**src/rtl/l1a_event_buffer_pkg.sv**
```systemverilog
// Shared widths, field offsets and the entry packing helper for the
// L1A event buffer.
package l1a_buffer_pkg;

    localparam int ENTRY_W  = 33;
    localparam int EVT_LSB  = 21;
    localparam int BCID_LSB = 9;
    localparam int HITS_LSB = 0;
    localparam int BCID_W   = 12;
    localparam int HITS_W   = 9;
    localparam int EVTNUM_W = 12;

    // Build one queue entry: {eventNum, BCID, hitsCount}.
    function automatic logic [ENTRY_W-1:0] pack_entry(
        input logic [EVTNUM_W-1:0] evt_num,
        input logic [BCID_W-1:0]   bcid,
        input logic [HITS_W-1:0]   hits
    );
        logic [ENTRY_W-1:0] entry;
        entry                        = {ENTRY_W{1'b0}};
        entry[EVT_LSB  +: EVTNUM_W]  = evt_num;
        entry[BCID_LSB +: BCID_W]    = bcid;
        entry[HITS_LSB +: HITS_W]    = hits;
        return entry;
    endfunction

endpackage

```
**src/rtl/l1a_event_buffer_if.sv**
```systemverilog
// Trigger input and readout handshake of the L1A event buffer.
// The buffer is the master of the readout stream; the formatter is the slave.
interface l1a_event_buffer_if;
    import l1a_buffer_pkg::*;

    logic                L1A;
    logic [BCID_W-1:0]   BCID;
    logic [HITS_W-1:0]   hitsCount;
    logic [ENTRY_W-1:0]  evtData;
    logic                evtValid;
    logic                evtReady;

    modport master (
        input  L1A,
        input  BCID,
        input  hitsCount,
        input  evtReady,
        output evtData,
        output evtValid
    );

    modport slave (
        output L1A,
        output BCID,
        output hitsCount,
        output evtReady,
        input  evtData,
        input  evtValid
    );

endinterface

```
**src/rtl/l1a_event_buffer_sync_fifo_fwft.sv**
```systemverilog
// Single-clock first-word-fall-through FIFO. The head entry is held in a
// register so it is reset to zero and stays put while the FIFO is empty.
// A write is accepted at full when a read happens on the same edge.
module sync_fifo_fwft #(
    parameter int DATA_W = 33,
    parameter int ADDR_W = 4
) (
    input  logic              clk,
    input  logic              reset,
    input  logic              flush,
    input  logic              wr_req,
    input  logic [DATA_W-1:0] wr_data,
    output logic              wr_drop,
    input  logic              rd_req,
    output logic [DATA_W-1:0] rd_data,
    output logic              rd_valid,
    output logic [ADDR_W:0]   level,
    output logic              full
);

    localparam int              DEPTH     = 1 << ADDR_W;
    localparam logic [ADDR_W:0] PTR_ZERO  = {(ADDR_W+1){1'b0}};
    localparam logic [ADDR_W:0] PTR_ONE   = {{ADDR_W{1'b0}}, 1'b1};
    localparam logic [ADDR_W:0] DEPTH_LVL = {1'b1, {ADDR_W{1'b0}}};

    logic [DATA_W-1:0] mem_r [DEPTH];
    logic [ADDR_W:0]   wr_ptr_r;
    logic [ADDR_W:0]   rd_ptr_r;
    logic [ADDR_W:0]   level_r;
    logic              full_r;
    logic              valid_r;
    logic [DATA_W-1:0] data_r;

    logic              empty_s;
    logic              full_s;
    logic              rd_en_s;
    logic              wr_en_s;
    logic              drop_s;
    logic [ADDR_W:0]   wr_ptr_next_s;
    logic [ADDR_W:0]   rd_ptr_next_s;
    logic [ADDR_W:0]   level_next_s;
    logic [DATA_W-1:0] data_next_s;

    // Status from the pointers and the accept/drop decision for this edge.
    always_comb begin
        empty_s = (wr_ptr_r == rd_ptr_r);
        full_s  = (wr_ptr_r[ADDR_W] != rd_ptr_r[ADDR_W]) &&
                  (wr_ptr_r[ADDR_W-1:0] == rd_ptr_r[ADDR_W-1:0]);
        rd_en_s = rd_req && !empty_s && !flush;
        wr_en_s = wr_req && !flush && (!full_s || rd_en_s);
        drop_s  = wr_req && !flush && full_s && !rd_en_s;
    end

    // Next pointers, occupancy and head entry.
    always_comb begin
        wr_ptr_next_s = wr_ptr_r;
        rd_ptr_next_s = rd_ptr_r;
        level_next_s  = level_r;
        data_next_s   = data_r;
        if (flush) begin
            wr_ptr_next_s = PTR_ZERO;
            rd_ptr_next_s = PTR_ZERO;
            level_next_s  = PTR_ZERO;
        end else begin
            if (wr_en_s) begin
                wr_ptr_next_s = wr_ptr_r + PTR_ONE;
            end else begin
                wr_ptr_next_s = wr_ptr_r;
            end
            if (rd_en_s) begin
                rd_ptr_next_s = rd_ptr_r + PTR_ONE;
            end else begin
                rd_ptr_next_s = rd_ptr_r;
            end
            case ({wr_en_s, rd_en_s})
                2'b10:   level_next_s = level_r + PTR_ONE;
                2'b01:   level_next_s = level_r - PTR_ONE;
                default: level_next_s = level_r;
            endcase
        end
        // The new head is the entry written this edge only when it lands
        // in the slot the read pointer will point at; otherwise it is in RAM.
        if (level_next_s == PTR_ZERO) begin
            data_next_s = data_r;
        end else if (wr_en_s &&
                     (wr_ptr_r[ADDR_W-1:0] == rd_ptr_next_s[ADDR_W-1:0])) begin
            data_next_s = wr_data;
        end else begin
            data_next_s = mem_r[rd_ptr_next_s[ADDR_W-1:0]];
        end
    end

    // Pointer, occupancy and head registers; reset empties the queue at once.
    always_ff @(posedge clk or posedge reset) begin
        if (reset) begin
            wr_ptr_r <= PTR_ZERO;
            rd_ptr_r <= PTR_ZERO;
            level_r  <= PTR_ZERO;
            full_r   <= 1'b0;
            valid_r  <= 1'b0;
            data_r   <= {DATA_W{1'b0}};
        end else begin
            wr_ptr_r <= wr_ptr_next_s;
            rd_ptr_r <= rd_ptr_next_s;
            level_r  <= level_next_s;
            full_r   <= (level_next_s == DEPTH_LVL);
            valid_r  <= (level_next_s != PTR_ZERO);
            data_r   <= data_next_s;
        end
    end

    // Storage array; contents are meaningless once the pointers are cleared.
    always_ff @(posedge clk) begin
        if (wr_en_s) begin
            mem_r[wr_ptr_r[ADDR_W-1:0]] <= wr_data;
        end
    end

    assign wr_drop  = drop_s;
    assign rd_data  = data_r;
    assign rd_valid = valid_r;
    assign level    = level_r;
    assign full     = full_r;

endmodule

```
**src/rtl/l1a_event_buffer.sv**
```systemverilog
// L1A event buffer: tags each trigger with a running event number, queues
// it for the readout formatter and counts triggers lost to a full queue.
module l1a_event_buffer
    import l1a_buffer_pkg::*;
#(
    parameter int ADDR_W = 4,
    parameter int OVF_W  = 16
) (
    input  logic                clk,
    input  logic                reset,
    l1a_event_buffer_if.master  bus,
    input  logic                flush,
    input  logic                clearOverflow,
    output logic [ADDR_W:0]     level,
    output logic                full,
    output logic [OVF_W-1:0]    overflowCount
);

    localparam logic [EVTNUM_W-1:0] EVT_ZERO = {EVTNUM_W{1'b0}};
    localparam logic [EVTNUM_W-1:0] EVT_ONE  = {{(EVTNUM_W-1){1'b0}}, 1'b1};
    localparam logic [OVF_W-1:0]    OVF_ZERO = {OVF_W{1'b0}};
    localparam logic [OVF_W-1:0]    OVF_ONE  = {{(OVF_W-1){1'b0}}, 1'b1};
    localparam logic [OVF_W-1:0]    OVF_MAX  = {OVF_W{1'b1}};

    logic [EVTNUM_W-1:0] evt_num_r;
    logic [OVF_W-1:0]    ovf_r;
    logic [ENTRY_W-1:0]  entry_s;
    logic                drop_s;

    assign entry_s = pack_entry(evt_num_r, bus.BCID, bus.hitsCount);

    // Event number advances on every trigger, even dropped or flushed ones,
    // so gaps in the readout sequence reveal losses.
    always_ff @(posedge clk or posedge reset) begin
        if (reset) begin
            evt_num_r <= EVT_ZERO;
        end else if (bus.L1A) begin
            evt_num_r <= evt_num_r + EVT_ONE;
        end else begin
            evt_num_r <= evt_num_r;
        end
    end

    // Saturating drop counter; a drop on the clearing edge still counts.
    always_ff @(posedge clk or posedge reset) begin
        if (reset) begin
            ovf_r <= OVF_ZERO;
        end else if (clearOverflow) begin
            ovf_r <= drop_s ? OVF_ONE : OVF_ZERO;
        end else if (drop_s && (ovf_r != OVF_MAX)) begin
            ovf_r <= ovf_r + OVF_ONE;
        end else begin
            ovf_r <= ovf_r;
        end
    end

    sync_fifo_fwft #(
        .DATA_W (ENTRY_W),
        .ADDR_W (ADDR_W)
    ) u_fifo (
        .clk      (clk),
        .reset    (reset),
        .flush    (flush),
        .wr_req   (bus.L1A),
        .wr_data  (entry_s),
        .wr_drop  (drop_s),
        .rd_req   (bus.evtReady),
        .rd_data  (bus.evtData),
        .rd_valid (bus.evtValid),
        .level    (level),
        .full     (full)
    );

    assign overflowCount = ovf_r;

endmodule
```
**src/flat_wrapper.sv**
```systemverilog
// flat-port wrapper written by rule: the top's interface ports become plain ports
module l1a_event_buffer_flat import l1a_buffer_pkg::*;
#(
    parameter int ADDR_W = 4,
    parameter int OVF_W  = 16
)
  (clk, reset, flush, clearOverflow, level, full, overflowCount, bus_L1A, bus_BCID, bus_hitsCount, bus_evtReady, bus_evtData, bus_evtValid);
  l1a_event_buffer_if bus_i ();
  input  logic clk;
  input  logic reset;
  input  logic flush;
  input  logic clearOverflow;
  output logic [ADDR_W:0] level;
  output logic full;
  output logic [OVF_W-1:0] overflowCount;
  input wire logic [$bits(bus_i.L1A)-1:0] bus_L1A;
  input wire logic [$bits(bus_i.BCID)-1:0] bus_BCID;
  input wire logic [$bits(bus_i.hitsCount)-1:0] bus_hitsCount;
  input wire logic [$bits(bus_i.evtReady)-1:0] bus_evtReady;
  output wire logic [$bits(bus_i.evtData)-1:0] bus_evtData;
  output wire logic [$bits(bus_i.evtValid)-1:0] bus_evtValid;
  assign bus_i.L1A = bus_L1A;
  assign bus_i.BCID = bus_BCID;
  assign bus_i.hitsCount = bus_hitsCount;
  assign bus_i.evtReady = bus_evtReady;
  assign bus_evtData = bus_i.evtData;
  assign bus_evtValid = bus_i.evtValid;
  l1a_event_buffer #(.ADDR_W(ADDR_W), .OVF_W(OVF_W)) u_core (.clk(clk), .reset(reset), .bus(bus_i), .flush(flush), .clearOverflow(clearOverflow), .level(level), .full(full), .overflowCount(overflowCount));
endmodule
```
**config.mk**
```make
export PLATFORM = sky130hd
export DESIGN_NAME = l1a_event_buffer_flat
export DESIGN_NICKNAME = d
export VERILOG_FILES = /design/src/rtl/l1a_event_buffer_pkg.sv /design/src/rtl/l1a_event_buffer_if.sv /design/src/rtl/l1a_event_buffer_sync_fifo_fwft.sv /design/src/rtl/l1a_event_buffer.sv /design/src/flat_wrapper.sv
export SDC_FILE = /design/constraint.sdc
export NUM_CORES = 1
export LEC_CHECK = 0
export CORE_MARGIN = 4
export CORE_UTILIZATION = 40
export DETAILED_ROUTE_END_ITERATION = 7
export REMOVE_ABC_BUFFERS = 1
export SYNTH_ARGS = -nofsm -noshare
export SYNTH_HDL_FRONTEND = slang
export SYNTH_SLANG_ARGS = --single-unit
```
**constraint.sdc**
```tcl
create_clock -name clk -period 6.1 [get_ports clk]
set_clock_uncertainty 0.05 [all_clocks]
set_input_delay 0.61 -clock clk [delete_from_list [all_inputs] [get_ports clk]]
set_output_delay 0.61 -clock clk [all_outputs]
set_load 0.05 [all_outputs]
```
==> impl_summary.txt <==
----------------------------------------------------
[Outcome]
  Run status ... finished clean

[Route]
  DR pass1 iterations ... 5
  Routed wirelength normalized by instance count ... ~25 um
  Initial drt markers ... between 1,000 and 1,500
  Via density per instance ... roughly 5.9
  Post-route ant nets ... 0
  Via count ... about 15,000
  Total DRC errors in the routed layout ... 0
  Wirelength, routed ... between 60,000 and 70,000 um

[Floorplanning]
  Width of the die ... roughly 260 um
  Die boundary height ... between 200 and 300 um
  FP Rows ... 90
  Placeable Area ... about 61,000 um2
  Full die area ... 65,400 um2
  Starting utilization of the core area ... between 40% and 50%
  Number of I/O pins ... just over 80

[Logic synthesis]
  Synth area leader ... edfxtp_1
  Netlist area before placement ... roughly 25,000 um2
  Netlist cell types ... 50
  FF+latch count, synth ... between 600 and 700
  Instance count of the mapped netlist ... between 1,500 and 2,000
  Average cell area after synthesis ... approximately 15 um2
  Top area cells in the synthesized netlist ... edfxtp_1 (65%), dfrtp_1 (7.9%), a211oi_1 (5.9%), mux2i_1 (2.8%), and3_1 (2.6%)
  Number of warnings reported in the yosys synthesis log ... 0
  Synth top area share ... 64.6%
  Sequential fraction of the synthesis area ... approximately 73%

[Layout]
  Fraction of final layout cells with drive strength greater than 1 ... 9.27%
  Filler cell count in the final layout ... approximately 5,200
  Antenna cells ... 0
  Filler-free cell count of the finished design ... 2,572
  Final-stage net count ... between 1,500 and 2,000
  Growth of design area from synthesis to finish ... 15.8%

[Clocking]
  Clk sink count ... 606
  CTS tree ... built
  Clock buffer depth ... 3
  Count of hold-fix buffers inserted at cts ... 0
  Clock tree root buffer cell ... clkbuf_16
  TritonCTS Buffers ... 66
  H-tree depth ... 3
  Post-CTS setup buffer count ... 0
  Clock transition at the registers of the reported paths ... 0.06 ns
  Worst-skew pair later-pin latency ... ~0.60 ns
  Post-cts gate resize count ... 0

[Critical path]
  End of the worst register-to-register path ... u_core.u_fifo.rd_data[0]
  Data required, critical path ... ~6.6 ns
  CP Class ... reg -> reg
  Kind of end point of the critical path ... register
  Reg-to-reg slack, setup ... slightly below 1 ns
  Crit path launch type ... register
  Number of cells on the worst reg-to-reg path ... 14
  Launch point of the worst reg-to-reg path ... u_core.u_fifo.wr_ptr_r[3]
  Worst Path Arrival ... about 5.6 ns
  Largest fanout of any net on the critical path ... 33

[STA]
  Timing-limited maximum frequency ... between 0.15 and 0.2 GHz
  Number of hold violations in the final report ... 0
  Final period utilization ... a little over four fifths
  Slew of the pin with the lowest slew margin ... ~1.3 ns
  Post-route minimum period ... approximately 5.1 ns
  Unrepaired setup endpoints after global routing ... false
  Final worst-path setup slack ... slightly below 1 ns
  Worst hold slack across all endpoints ... roughly 0.37 ns
  Number of max-slew violations in the final report ... 0
  Worst relative slew slack ... 12.9%
  Total setup violations reported at the end of the flow ... 0
  Total negative slack ... 0 ns

[Placement]
  Final HPWL DP ... roughly 33,000 um
  GP Congestion ... roughly 0.76
  Worst-case setup slack after placement ... 0.999 ns
  Cells after DPL ... between 2,000 and 2,500
  Port Buf Inserts ... 82

[Global route]
  Global route overflow ... 0
  Antenna violations before repair ... 2
  Via count of the first global-routing pass ... about 15,000
  Maximum number of pins on one net before global-route repair ... between 100 and 150
  Total global routing track utilization ... 19.6%
  Wire length of the first global-routing pass ... about 98,000 um

[Power and ir drop]
  Leakage dissipation ... about 9.6 nW
  Power per Cell Area ... roughly 420 nW/um2
  Worst ir drop on vdd ... about 0.00022 V

[Worst hold path]
  Class of the tightest hold or removal check ... in -> async

[Flow run]
  Max-Cap Viols ... 0

----------------------------------------------------
-- worst max-delay path, cell delays in order (launching register included) --
cell	delay, ns
dfrtp_1	0.54
xor2_1	0.25
or4_1	0.69
o21ai_0	0.37
nor2_1	0.11
ha_1	0.28
xor2_1	0.19
ha_1	0.24
nor4_1	0.19
nor2_1	0.07
nor4_1	0.29
xnor2_1	0.13
a41o_2	0.33
nor2_4	0.99
a221o_1	0.31
-- metrics by stage --
step                total power, mW  area (um2)  util [%]
finish                         11.9       28400      46.9
global route                   12.3       28400      46.9
CTS                            12.0       28400      46.9
detailed placement             7.98       26300      43.4
global placement               7.94       26300      43.4
floorplan                      7.04       24000         -
-- how the worst max path moves through the flow --
stage                                   start                   endpoint  slack (ns)  cells past startpoint
finish              u_core.u_fifo.wr_ptr_r[3]   u_core.u_fifo.rd_data[0]        0.97                     14
global route        u_core.u_fifo.wr_ptr_r[3]  u_core.u_fifo.rd_data[13]        0.69                     15
CTS                 u_core.u_fifo.wr_ptr_r[3]   u_core.u_fifo.rd_data[0]        0.99                     14
detailed placement  u_core.u_fifo.wr_ptr_r[3]  u_core.u_fifo.rd_data[28]         1.0                     14
global placement                 bus_evtReady  u_core.u_fifo.rd_data[17]        1.07                     15
floorplan           u_core.u_fifo.wr_ptr_r[2]   u_core.u_fifo.rd_data[0]       -3.18                      8
-- layout make-up --
| class | instances | area [um2] | area share [%] |
|---|---|---|---|
| clock inverter | 28 | 269 | 0.946 |
| clock buffer | 94 | 1900 | 6.67 |
| tap | 782 | 978 | 3.44 |
| multi-input combinational | 937 | 6350 | 22.3 |
| inverter | 9 | 46.3 | 0.163 |
| timing repair buffer | 116 | 1090 | 3.83 |
| sequential | 606 | 17800 | 62.6 |
-- Yosys cell counts, drive strengths merged --
library cell,n
edfxtp,528
a211oi,194
nand2,136
a21oi,109
and3,104
clkbuf,83
dfrtp,78
mux2i,69
nor2,46
buf,40
and2,35
a221o,33
or4,33
a221oi,32
nand3,23
xnor2,18
xor2,18
o21ai,14
ha,10
or3,9
inv,8
nand4,8
nand2b,7
nor2b,6
nor3,5
nor4,4
a211o,3
nor3b,3
a31oi,2
a41o,2
and4,2
a21boi,1
a311o,1
a311oi,1
a41oi,1
clkinv,1
mux2,1
o2111ai,1
o211a,1
o211ai,1
o221ai,1
o22ai,1
o41ai,1
or2,1
-- logic make-up after synthesis --
logic type | share of synthesized area, %
AO/OA/AOI/OAI | 11.6
XOR/XNOR | 1.28
adder cells (fa/ha/maj) | 0.510
buffers and inverters | 2.30
flip-flops | 72.5
multiplexers | 2.86
AND/OR/NAND/NOR | 8.96
-- routing by layer --
metal	share of wire (%)	wire, um	track usage (%)	vias to the layer above
li1	-	-	-	6719
met1	43	27800	26.4	7838
met2	48	31600	32.2	527
met3	6.4	4200	3.86	121
met4	2.7	1770	6.28	2
met5	0.026	17	0	-
-- power by group --
group / total (mW) / switching [mW] / internal, mW
combinational: 2.83 / 1.86 / 0.971
clock: 3.98 / 1.63 / 2.35
sequential: 5.06 / 0.272 / 4.78
-- layout by cell type, fill, tap and decap left out, types with 5 or more instances in the layout --
master / count
a221oi_1: 32
nand2b_1: 7
ha_1: 10
inv_6: 6
edfxtp_1: 528
inv_1: 5
a221o_1: 33
nand2_1: 135
and3_1: 104
xor2_1: 18
clkbuf_8: 12
and2_1: 34
buf_4: 33
nor2_1: 30
a21oi_1: 108
mux2i_1: 69
clkbuf_16: 67
clkdlybuf4s50_1: 82
dfrtp_1: 78
xnor2_1: 18
clkbuf_1: 15
nand4_1: 8
nor2_4: 15
nor2b_1: 6
nand3_1: 22
clkinv_1: 9
clkinv_2: 8
a211oi_1: 194
or3_1: 9
or4_1: 33
o21ai_0: 14
-- sequential cells by signal (all words and copies together), names as in the netlist --
signal	count
u_core.u_fifo.rd_valid	1
u_core.evt_num_r	12
u_core.u_fifo.mem_r	528
u_core.u_fifo.full	1
u_core.overflowCount	16
u_core.u_fifo.rd_ptr_r	5
u_core.u_fifo.rd_data	33
u_core.u_fifo.wr_ptr_r	5
u_core.u_fifo.level	5
No activity file was read; power rests on OpenSTA's default activity.
